<file path="src/rtl/filt_cicd_pkg.sv">
// Shared helpers and types for the multi-channel CIC decimator.
package filt_cicd_pkg;

    typedef enum logic {
        IDLE = 1'b0,
        RUN  = 1'b1
    } fsm_state_t;

    // Ceiling log2, usable in parameter and port width expressions.
    function automatic int clog2(input int value);
        int r;
        r = 0;
        for (int i = 0; i < 31; i++) begin
            if ((1 << i) < value) r = i + 1;
        end
        return r;
    endfunction

    // Bit growth of an N-stage CIC with ratio R and delay D on top of the input width.
    function automatic int full_width(input int inp_width, input int order,
                                      input int dec_max, input int diff_delay);
        return inp_width + order * clog2(dec_max * diff_delay);
    endfunction

    // A ratio of 0 means 1; anything above the supported maximum saturates.
    function automatic int clamp_rate(input int rate, input int rate_max);
        if (rate < 1) return 1;
        if (rate > rate_max) return rate_max;
        return rate;
    endfunction

endpackage

</file>
<file path="src/rtl/filt_cicd_integ.sv">
// One channel's N-stage integrator cascade. The cascade is evaluated within the
// cycle, so the stage-N sum already includes the sample presented this cycle.
module filt_cicd_integ #(
    parameter int gp_order      = 3,
    parameter int gp_inp_width  = 8,
    parameter int gp_full_width = 20
) (
    input  logic                            clk,
    input  logic                            rst_n,
    input  logic                            en,
    input  logic signed [gp_inp_width-1:0]  din,
    output logic        [gp_full_width-1:0] sum
);
    localparam int FW = gp_full_width;
    localparam int IW = gp_inp_width;

    logic [gp_order-1:0][FW-1:0] acc;
    logic [gp_order:0][FW-1:0]   nxt;

    // Next value of every stage; stage 0 is the sign-extended sample, wrap is intended.
    always_comb begin
        nxt[0] = {{(FW-IW){din[IW-1]}}, din};
        for (int k = 1; k <= gp_order; k++) nxt[k] = acc[k-1] + nxt[k-1];
    end

    assign sum = nxt[gp_order];

    // Integrator state advances only on an enabled input sample.
    always_ff @(posedge clk or negedge rst_n) begin
        if (!rst_n) begin
            acc <= '0;
        end else if (en) begin
            for (int k = 0; k < gp_order; k++) acc[k] <= nxt[k+1];
        end
    end

endmodule

</file>
<file path="src/rtl/filt_cicd_mc.sv">
// Multi-channel CIC decimator: per-channel integrators, one shared comb that
// walks the channels serially after each decimation boundary.
module filt_cicd_mc
    import filt_cicd_pkg::*;
#(
    parameter int gp_channels       = 2,
    parameter int gp_decimation_max = 16,
    parameter int gp_order          = 3,
    parameter int gp_diff_delay     = 1,
    parameter int gp_inp_width      = 8,
    parameter int gp_full_width     = full_width(gp_inp_width, gp_order, gp_decimation_max, gp_diff_delay),
    parameter int gp_oup_width      = gp_full_width
) (
    input  logic                                                 i_clk,
    input  logic                                                 i_rst_an,
    input  logic                                                 i_ena,
    input  logic [clog2(gp_decimation_max+1)-1:0]                i_rate,
    input  logic                                                 i_valid,
    input  logic [gp_channels*gp_inp_width-1:0]                  i_data,
    output logic                                                 o_valid,
    output logic [((gp_channels > 1) ? clog2(gp_channels) : 1)-1:0] o_chan,
    output logic signed [gp_oup_width-1:0]                       o_data,
    output logic                                                 o_overrun
);
    localparam int RW = clog2(gp_decimation_max + 1);
    localparam int CW = (gp_channels > 1) ? clog2(gp_channels) : 1;
    localparam int FW = gp_full_width;
    localparam int IW = gp_inp_width;
    localparam int N  = gp_order;
    localparam int D  = gp_diff_delay;

    logic                             step;
    logic [gp_channels-1:0][FW-1:0]   integ_sum;
    logic [gp_channels-1:0][FW-1:0]   snap;
    logic [gp_channels-1:0][N-1:0][D-1:0][FW-1:0] dly;
    logic [N:0][FW-1:0]               c_chain;
    logic [RW-1:0]                    count, r_eff, r_cur, rate_clamped;
    logic                             boundary, last, accept, drop;
    fsm_state_t                       state, state_nxt;
    logic [CW-1:0]                    p, p_nxt;
    logic                             valid_q;
    logic [FW-1:0]                    res;

    assign step = i_ena & i_valid;

    genvar c;
    generate
        for (c = 0; c < gp_channels; c++) begin : g_ch
            filt_cicd_integ #(
                .gp_order      (N),
                .gp_inp_width  (IW),
                .gp_full_width (FW)
            ) u_integ (
                .clk   (i_clk),
                .rst_n (i_rst_an),
                .en    (step),
                .din   (i_data[c*IW +: IW]),
                .sum   (integ_sum[c])
            );
        end
    endgenerate

    // r_eff == 0 only right after reset: the live (clamped) request stands in until loaded.
    assign rate_clamped = RW'(clamp_rate(int'(i_rate), gp_decimation_max));
    assign r_cur        = (r_eff == '0) ? rate_clamped : r_eff;
    assign boundary     = step && (count == r_cur - 1'b1);
    assign last         = (p == CW'(gp_channels - 1));
    assign accept       = boundary && ((state == IDLE) || last);
    assign drop         = boundary && (state == RUN) && !last;

    // Decimation counter; the ratio is only re-sampled at a frame boundary.
    always_ff @(posedge i_clk or negedge i_rst_an) begin
        if (!i_rst_an) begin
            count <= '0;
            r_eff <= '0;
        end else if (i_ena) begin
            if (boundary || r_eff == '0) r_eff <= rate_clamped;
            if (step) count <= boundary ? '0 : count + 1'b1;
        end
    end

    // Channel sequencer: one comb evaluation per RUN cycle, back-to-back frames allowed on the last one.
    always_comb begin
        state_nxt = state;
        p_nxt     = p;
        case (state)
            IDLE: begin
                if (accept) begin
                    state_nxt = RUN;
                    p_nxt     = '0;
                end
            end
            RUN: begin
                if (last) begin
                    state_nxt = accept ? RUN : IDLE;
                    p_nxt     = '0;
                end else begin
                    p_nxt = p + 1'b1;
                end
            end
            default: begin
                state_nxt = IDLE;
                p_nxt     = '0;
            end
        endcase
    end

    // Sequencer state register.
    always_ff @(posedge i_clk or negedge i_rst_an) begin
        if (!i_rst_an) begin
            state <= IDLE;
            p     <= '0;
        end else if (i_ena) begin
            state <= state_nxt;
            p     <= p_nxt;
        end
    end

    // Capture all channels' integrator outputs when a boundary is accepted.
    always_ff @(posedge i_clk or negedge i_rst_an) begin
        if (!i_rst_an) snap <= '0;
        else if (i_ena && accept) snap <= integ_sum;
    end

    // Shared comb chain for the channel currently selected by p.
    always_comb begin
        c_chain[0] = snap[p];
        for (int k = 0; k < N; k++) c_chain[k+1] = c_chain[k] - dly[p][k][D-1];
    end

    // Differential delay lines; only the channel being combed shifts.
    always_ff @(posedge i_clk or negedge i_rst_an) begin
        if (!i_rst_an) begin
            dly <= '0;
        end else if (i_ena && state == RUN) begin
            for (int k = 0; k < N; k++) begin
                for (int j = D - 1; j > 0; j--) dly[p][k][j] <= dly[p][k][j-1];
                dly[p][k][0] <= c_chain[k];
            end
        end
    end

    // Output register: result becomes visible the cycle after its comb pass.
    always_ff @(posedge i_clk or negedge i_rst_an) begin
        if (!i_rst_an) begin
            valid_q <= 1'b0;
            o_chan  <= '0;
            res     <= '0;
        end else if (i_ena) begin
            valid_q <= (state == RUN);
            if (state == RUN) begin
                o_chan <= p;
                res    <= c_chain[N];
            end
        end
    end

    // Sticky flag for a boundary that arrived while the comb was still busy.
    always_ff @(posedge i_clk or negedge i_rst_an) begin
        if (!i_rst_an) o_overrun <= 1'b0;
        else if (i_ena && drop) o_overrun <= 1'b1;
    end

    assign o_valid = valid_q & i_ena;
    assign o_data  = res[FW-1 -: gp_oup_width];

endmodule

</file>
<file path="config.mk">
export PLATFORM = sky130hd
export DESIGN_NAME = filt_cicd_mc
export DESIGN_NICKNAME = d
export VERILOG_FILES = /design/src/rtl/filt_cicd_pkg.sv /design/src/rtl/filt_cicd_integ.sv /design/src/rtl/filt_cicd_mc.sv
export SDC_FILE = /design/constraint.sdc
export NUM_CORES = 1
export LEC_CHECK = 0
export ABC_AREA = 1
export CAP_MARGIN = 20
export CORE_ASPECT_RATIO = 0.8
export CORE_MARGIN = 2
export CORE_UTILIZATION = 65
export DETAILED_ROUTE_END_ITERATION = 6
export GPL_ROUTABILITY_DRIVEN = 0
export PLACE_DENSITY = 0.91
export SLEW_MARGIN = 20
export SYNTH_ARGS = -nofsm -noshare
export SYNTH_HDL_FRONTEND = slang
export SYNTH_SLANG_ARGS = --single-unit
</file>
<file path="constraint.sdc">
create_clock -name i_clk -period 11.7 [get_ports i_clk]
set_input_delay 2.34 -clock i_clk [delete_from_list [all_inputs] [get_ports i_clk]]
set_output_delay 2.34 -clock i_clk [all_outputs]
set_load 0.05 [all_outputs]
</file>
### After elaboration in Yosys (flattened, before gate mapping)

Index checks and enable logic that the tools add are counted.

| operators by class | value |
|---|---|
| add/sub/neg operators | 12 |
| order comparisons | 4 |
| eq/ne operators | 2 |
| multiplexer cells | 28 |
| bitwise logic cells | 3 |
| reduce and logical (&&, ||, !) cells | 16 |

Operators with widths:

| cell | count |
|---|---|
| bitwise mux 120 bit | 3 |
| demux 60 bit (select 1 bit) | 3 |
| two-way mux 60 bit | 3 |
| adder 20 bit | 6 |
| two-way mux 20 bit | 3 |
| subtractor 20 bit | 3 |
| two-way mux 40 bit | 1 |
| two-way mux 5 bit | 5 |
| logical AND 1 bit | 8 |
| two-way mux 1 bit | 8 |
| AND reduction 2 bit | 4 |
| adder 5 x 1 -> 5 bit (second input constant) | 1 |
| equality test 5 bit | 1 |
| > comparator 5 bit (second input constant) | 1 |
| zero test 5 bit | 1 |
| < comparator 5 x 1 -> 1 bit (second input constant) | 1 |
| subtractor 5 x 1 -> 5 bit (second input constant) | 1 |
| case mux 1 bit (2 select lines) | 2 |
| AND 1 bit | 2 |
| logical OR 1 bit | 2 |
| < comparator 1 x 2 -> 1 bit (second input constant) | 1 |
| inequality test 2 bit (second input constant) | 1 |
| adder 1 bit (second input constant) | 1 |
| greater-or-equal comparator 1 bit (second input constant) | 1 |
| 2 further kinds | 2 |

| word-level totals | value |
|---|---|
| bits in registers | 315 |
| logic and storage cells | 87 |

### Longest topological paths before layout

| depth | value |
|---|---|
| depth after elaboration | 13 |
| mapped depth | 40 |
| mapped depth without buffers | 36 |

### Cells and area by module

A second synthesis with hierarchy kept.

| second synthesis, totals | value |
|---|---|
| cells, all modules | 2970 |
| area total of the unflattened synthesis | 22621.7 sq um |

Modules (own cells, without submodules):

| module | instances | cells each | area an instance (sq um) | sequential area each (sq um) |
|---|---|---|---|---|
| filt_cicd_mc | 1 | 1484 | 11826.3 | 4879.7 |
| filt_cicd_integ at g_ch[0].u_integ | 1 | 737 | 5401.4 | 1501.4 |
| filt_cicd_integ at g_ch[1].u_integ | 1 | 749 | 5393.9 | 1501.4 |

### Worst setup path after synthesis

Ideal clock, no wire load.

| timing path | value |
|---|---|
| path kind | in2reg |
| start point | input i_data[3] |
| end point | register g_ch[0].u_integ.acc[59] (netlist name) |
| setup time | 0.083 ns |
| arrival | 6.626 ns |
| required time | 11.617 ns |
| setup slack | 4.992 ns |
| stages | 29 |
| path buffers | 0 |
| cells stage by stage | ha_1 > a21oi_1 > o21ai_0 > nand2_1 > o211ai_1 > a31oi_1 > o21ai_0 > a21boi_0 > o21ai_0 > or2_2 > nand2_1 > inv_1 > ha_1 > inv_1 > nor3_1 > nor3b_1 > nand4_1 > nand3_1 > xor2_1 > ha_1 > inv_1 > nor3_1 > and3_1 > nand3_1 > nand3_1 > xor2_1 > xor2_1 > nand2_1 > o21ai_0 |

RTL lines:

| what | line | text |
|---|---|---|
| start: declaration | filt_cicd_mc.sv:19 | `input logic [gp_channels*gp_inp_width-1:0] i_data,` |
| end signal: assignment | filt_cicd_integ.sv:31 | `acc <= '0;` |
| end: declaration | filt_cicd_integ.sv:17 | `logic [gp_order-1:0][FW-1:0] acc;` |

==> results.txt <==
Wire per inst -> 15.91 um
Antenna violations before repair -> 0
Initial Utilization -> 0.6660
Hold Path Stages -> 2
Post-Syn Nets -> 3016
Type of the worst min-delay path -> reg -> reg
Setup TNS -> 0 ns
Pin count of the biggest net entering global routing -> 104
Via count -> 19310
# rows -> 58
Critical path startpoint category -> input pin
Clock Skews -> 0.03930 ns
Final ANT Viol Nets -> 0
Clk buf depth -> 3
R2r setup slk -> 4.67 ns
Average vias per placed instance -> 5.903
Ys Warns -> 0
Share of post-route cells with drive strength above 1 -> 0.04244
WL final -> 52050 um
Area growth from synthesis to layout -> 9.097%
Final Hold Fails -> 0
Library cells used by synthesis -> 50
DRC viols -> 0
Die width -> 205.3 um
Flops & latches, synth -> 315
EDFF count, synth -> 0
First DRT Iteration DRCs -> 1819
Cell area after synthesis -> 21070 um2
Diode count -> 0
GRT busiest layer -> met2
Fmax -> 128.2 MHz
CTS hold repair buffers -> 0
Dominant synthesized flop cell -> dfrtp_1
Worst Max-Slew Pin Slew -> 1.105 ns
Nets -> 3032
RSZ-0062 raised after global routing -> false
I/O pin count -> 48
Detail Placement HPWL -> 36280 um
Number of port buffers -> 47
Crit path arrival time -> 8.23 ns
PostCTS Resize Cnt -> 0
Sinks on Clock Net -> 315
First-pass GRT wire length -> 87410 um
Syn Area/Cell -> 7.491 um2
CTS Root Cell -> clkbuf_16
Data required, critical path -> 12.13 ns
Vias in the first global route -> 18910
Fin crit share -> 0.6666
Aggregate global-route resource usage -> 0.3145
Grt ovf -> 0
CTS buffer count -> 34
Filler Cells Inserted -> 2308
Full die area -> 33880 um2
CTS tree -> yes
Clk_lat worst skew -> 0.55 ns
Core area -> 31640 um2
Crit path capture type -> register
Setup violators final -> 0
Outcome -> completed
# Post-CTS Setup Buffers -> 0
Drt pass-1 iters -> 6
Part of the Yosys area used for sequential elements -> 0.3741
Worst-path clk slew -> 0.06 ns
Synth Instances -> 2813
Die H -> 165.0 um
Slew Limit Fails -> 0
H-Tree Depth -> 2
Min cycle time layout -> 7.800 ns
GR Util met1 -> 0.4044
Commonest non-fill, non-tap cells in the layout -> 948 x nand2_1, 314 x dfrtp_1, 296 x inv_1
Met2 usage -> 0.5261
Met3 Track Usage GR -> 0.05643
Crit Path Category -> in -> reg
Reg2Reg Depth -> 32
Worst-path maximum fanout -> 13
Most common cell after layout, fill and taps aside -> nand2_1
Max cap viols -> 0
Rel. slew slack -> 0.2634
Share of flip-flops with an asynchronous set or reset -> 1.000
==> sequential cells by signal, indices dropped and copies added, names as in the netlist <==
| name | count |
|---|---|
| o_data | 20 |
| last | 1 |
| o_overrun | 1 |
| count | 5 |
| dly | 120 |
| g_ch.u_integ.acc | 120 |
| snap | 40 |
| o_chan | 1 |
| r_eff | 5 |
| state | 1 |
| valid_q | 1 |
==> cells in the mapped netlist, types with 4 or more instances <==
master	n	area, um2
ha_1	169	2115
clkbuf_1	63	236.5
o21bai_1	7	52.55
o211ai_1	11	82.58
inv_1	298	1119
buf_2	6	30.03
nor3_1	18	90.09
o21ai_2	4	35.03
nand3b_1	4	30.03
nand4_1	16	100.1
xor2_1	96	840.8
nand2_1	949	3562
mux2i_1	16	160.2
xnor2_1	49	429.2
a21o_1	17	127.6
nor3b_1	4	30.03
or2_2	17	106.4
o31ai_1	11	82.58
a21boi_0	9	67.56
o21ai_0	276	1381
a21oi_1	164	820.8
nand2_2	12	75.07
buf_1	7	26.28
fa_1	9	180.2
nor2_1	67	251.5
dfrtp_1	315	7883
inv_2	4	15.01
nand3_1	101	505.5
a31oi_1	28	175.2
o21ai_1	34	170.2
==> metrics by stage <==
stage | cells | cell area, um2 | hold slack [ns] | util | setup slack [ns]
6_report | 3271 | 22990 | 0.4731 | 0.7266 | 3.900
5_1_grt | 3271 | 22990 | 0.4893 | 0.7266 | 3.442
4_1_cts | 3271 | 22990 | 0.4765 | 0.7266 | 4.001
3_5_place_dp | 3213 | 21860 | 0.4621 | 0.6910 | 3.629
3_3_place_gp | 3213 | 21860 | 0.4507 | 0.6910 | 3.840
2_1_floorplan | 2813 | 21070 | 0.4366 | - | 4.992
==> logic make-up (layout without fill, tap and decap cells) <==
kind of cell / count (synthesis) / in the layout / share of synthesized area
and+or+nand+nor: 1208 / 1208 / 0.2326
adders and majority gates: 178 / 178 / 0.1089
muxes: 16 / 16 / 0.007600
xor gates and xnor gates: 148 / 148 / 0.06324
buffers and inverters: 381 / 419 / 0.06894
DFF: 315 / 315 / 0.3741
AOI/OAI and AO/OA: 567 / 567 / 0.1446
==> worst paths after layout <==
kind / start / end
min: dly[41] / dly[41]
max: i_data[7] / g_ch[0].u_integ.acc[59]
max in group asynchronous: i_rst_an / g_ch[0].u_integ.acc[21]
min reg2reg: dly[41] / dly[41]
max reg2reg: last / o_data[19]
min in group asynchronous: i_rst_an / r_eff[4]
==> metal layers <==
metal	vias to the layer above	share of wire
met3	154	0.074
met4	0	0.034
met2	812	0.47
li1	9187	-
met1	9157	0.43
met5	-	0
==> worst max-delay path, stage by stage <==
cell and delay [ns]:
clkdlybuf4s50_1 0.86, ha_1 0.41, a21oi_1 0.22, o211ai_1 0.14, a31oi_1 0.26, o21ai_0 0.18
a21boi_0 0.30, o21ai_0 0.15, or2_2 0.30, nand2_1 0.06, inv_1 0.04, ha_1 0.36
inv_1 0.08, nor3_1 0.20, nor3b_1 0.31, nand4_1 0.15, nand3_1 0.13, xor2_1 0.09
ha_1 0.31, inv_1 0.08, nor3_1 0.25, and3_1 0.22, nand3_1 0.07, nand3_1 0.12
xor2_1 0.19, xor2_1 0.21, nand2_1 0.09, o21ai_0 0.14
==> layout make-up <==
cell class / instances / area (um2) / area share
clock buffers: 44 / 959.7 / 0.04175
clock inverters: 14 / 163.9 / 0.007130
inverters: 302 / 1134 / 0.04931
multi-input cells: 2117 / 11750 / 0.5113
flip-flops and latches: 315 / 7886 / 0.3431
well taps: 420 / 525.5 / 0.02286
repair buffers: 59 / 565.5 / 0.02460
Power is not shown: default switching activity piles up to over one toggle a cycle in this logic, so the estimate is an artifact.
==> patch: new RTL, same settings <==
Register the outputs `o_valid` and `o_data`, without a reset; this adds one clock of latency there. The other outputs are not delayed to match.
--- a/src/rtl/filt_cicd_mc.sv
+++ b/src/rtl/filt_cicd_mc.sv
@@ -161,8 +161,10 @@
         else if (i_ena && drop) o_overrun <= 1'b1;
     end
 
-    assign o_valid = valid_q & i_ena;
-    assign o_data  = res[FW-1 -: gp_oup_width];
+    always_ff @(posedge i_clk) begin
+        o_valid <= valid_q & i_ena;
+        o_data  <= res[FW-1 -: gp_oup_width];
+    end
 
 endmodule
 
Function: changed (a bounded check fails within 4 cycles, from zero or initial values and one cycle with i_rst_an low).
==> patch against the unedited design <==
- final area grew 1.4%
- synthesized area grew 1.3%
- maximum frequency shrank 0.95%
- sequential cell count grew 21
- wire length grew 1.7%
- setup slack lost 0.075 ns
- utilization shrank 0.69 points
Power is not shown: default switching activity piles up to over one toggle a cycle in this logic, so the estimate is an artifact.
==> patch: results (changes against the unedited design) <==
global_route:
  grt_pass1_vias: 19079  # +0.91%
  grt_usage_pct: 31.4  # -0.089 points
  grt_start_max_net_pins: 118  # +13%
  grt_pass1_wl_mm: 89.0  # +1.8%
yosys:
  syn_nets: 3032  # +0.53%
  synthTopCellsByArea: "dfrtp_1, nand2_1, ha_1, o21ai_0, inv_1"
  async_reset_ff_share_pct: 93.8  # -6.3 points
  yosysSeqAreaShare_pct: 38.9  # +1.5 points
  synth_cell_types: 47  # -6.0%
  yosys-top-cells-count: "nand2_1, dfrtp_1, inv_1, o21ai_0, a21oi_1"
  syn_inst: 2829  # +0.57%
cts:
  cts_buffers: 35  # +2.9%
layout:
  final_nets: 3050  # +0.59%
  drive_above_1_share_pct: 3.55  # -0.69 points
  stdcell_count: 3300  # +0.89%
timing:
  tightest_slew_ns: 0.956  # -0.149 ns
  setup_ws_ns: 3.83  # -0.0749 ns
  fin_skew_ns: 0.0265  # -0.0128 ns
worst_setup_path:
  slowest_delay_ns: 0.84  # -0.02 ns
  cp_data_arrival_time_ns: 8.33  # +0.10 ns
  worst_r2r_endpoint: "res[17]"
  rr_worst_depth: 29  # -9.4%
  r2r_setup_slack_ns: 4.75  # +0.08 ns
outcome:
  run_status: "completed"
placed_design:
  placed_area_um2: 22200  # +1.4%
  numPlacedInstances: 3237  # +0.75%
  post-place-ws_ns: 3.49  # -0.142 ns
  dp_hpwl_mm: 36.8  # +1.5%
routing:
  routed_wl_mm: 52.9  # +1.7%
-- patch: worst min path at each step --
stage / slack, ns / depth (start not counted) / start / endpoint
5_1_grt: 0.38 / 0 / res[5] / o_data[5]
4_1_cts: 0.37 / 0 / res[15] / o_data[15]
6_report: 0.37 / 0 / res[6] / o_data[6]
2_1_floorplan: 0.35 / 0 / res[0] / o_data[0]
3_5_place_dp: 0.36 / 0 / res[19] / o_data[19]
3_3_place_gp: 0.35 / 0 / res[15] / o_data[15]
-- patch: cell type report --
class / count / area [µm²]
Clock buffer: 50 / 1020
Clock inverter: 13 / 133
Fill cell: 2338 / 9090
Inverter: 297 / 1110
Multi-Input combinational cell: 2118 / 11600
Sequential cell: 336 / 8310
Tap cell: 427 / 534
Timing Repair Buffer: 59 / 566
-- patch: logic make-up (layout without fill, tap and decap cells) --
| group | after synthesis | after routing | synth area share [%] |
|---|---|---|---|
| and+or+nand+nor | 1227 | 1227 | 23.2 |
| AOI/OAI and AO/OA | 556 | 556 | 13.9 |
| buffers and inverters | 375 | 419 | 6.66 |
| DFF | 336 | 336 | 38.9 |
| adders and majority gates | 178 | 178 | 10.7 |
| xor gates and xnor gates | 140 | 140 | 5.81 |
| muxes | 17 | 17 | 0.797 |
-- patch: routing by layer --
metal | track usage, % | up-vias | wire, µm
met2 | 52.3 | 874 | 25000
met4 | 10.2 | 0 | 1570
met5 | 0 | - | 0
met3 | 4.53 | 165 | 4230
li1 | - | 9253 | -
met1 | 42.1 | 9090 | 22100
-- patch: worst register-to-register path, delay by kind of cell (launching register included) --
kind | cells | cell delay, ns
AO/OA/AOI/OAI | 11 | 2.25
XOR/XNOR | 1 | 0.19
adder cells (fa/ha/maj) | 3 | 1.16
buffers and inverters | 5 | 1.05
flip-flops | 1 | 0.84
AND/OR/NAND/NOR | 9 | 1.32
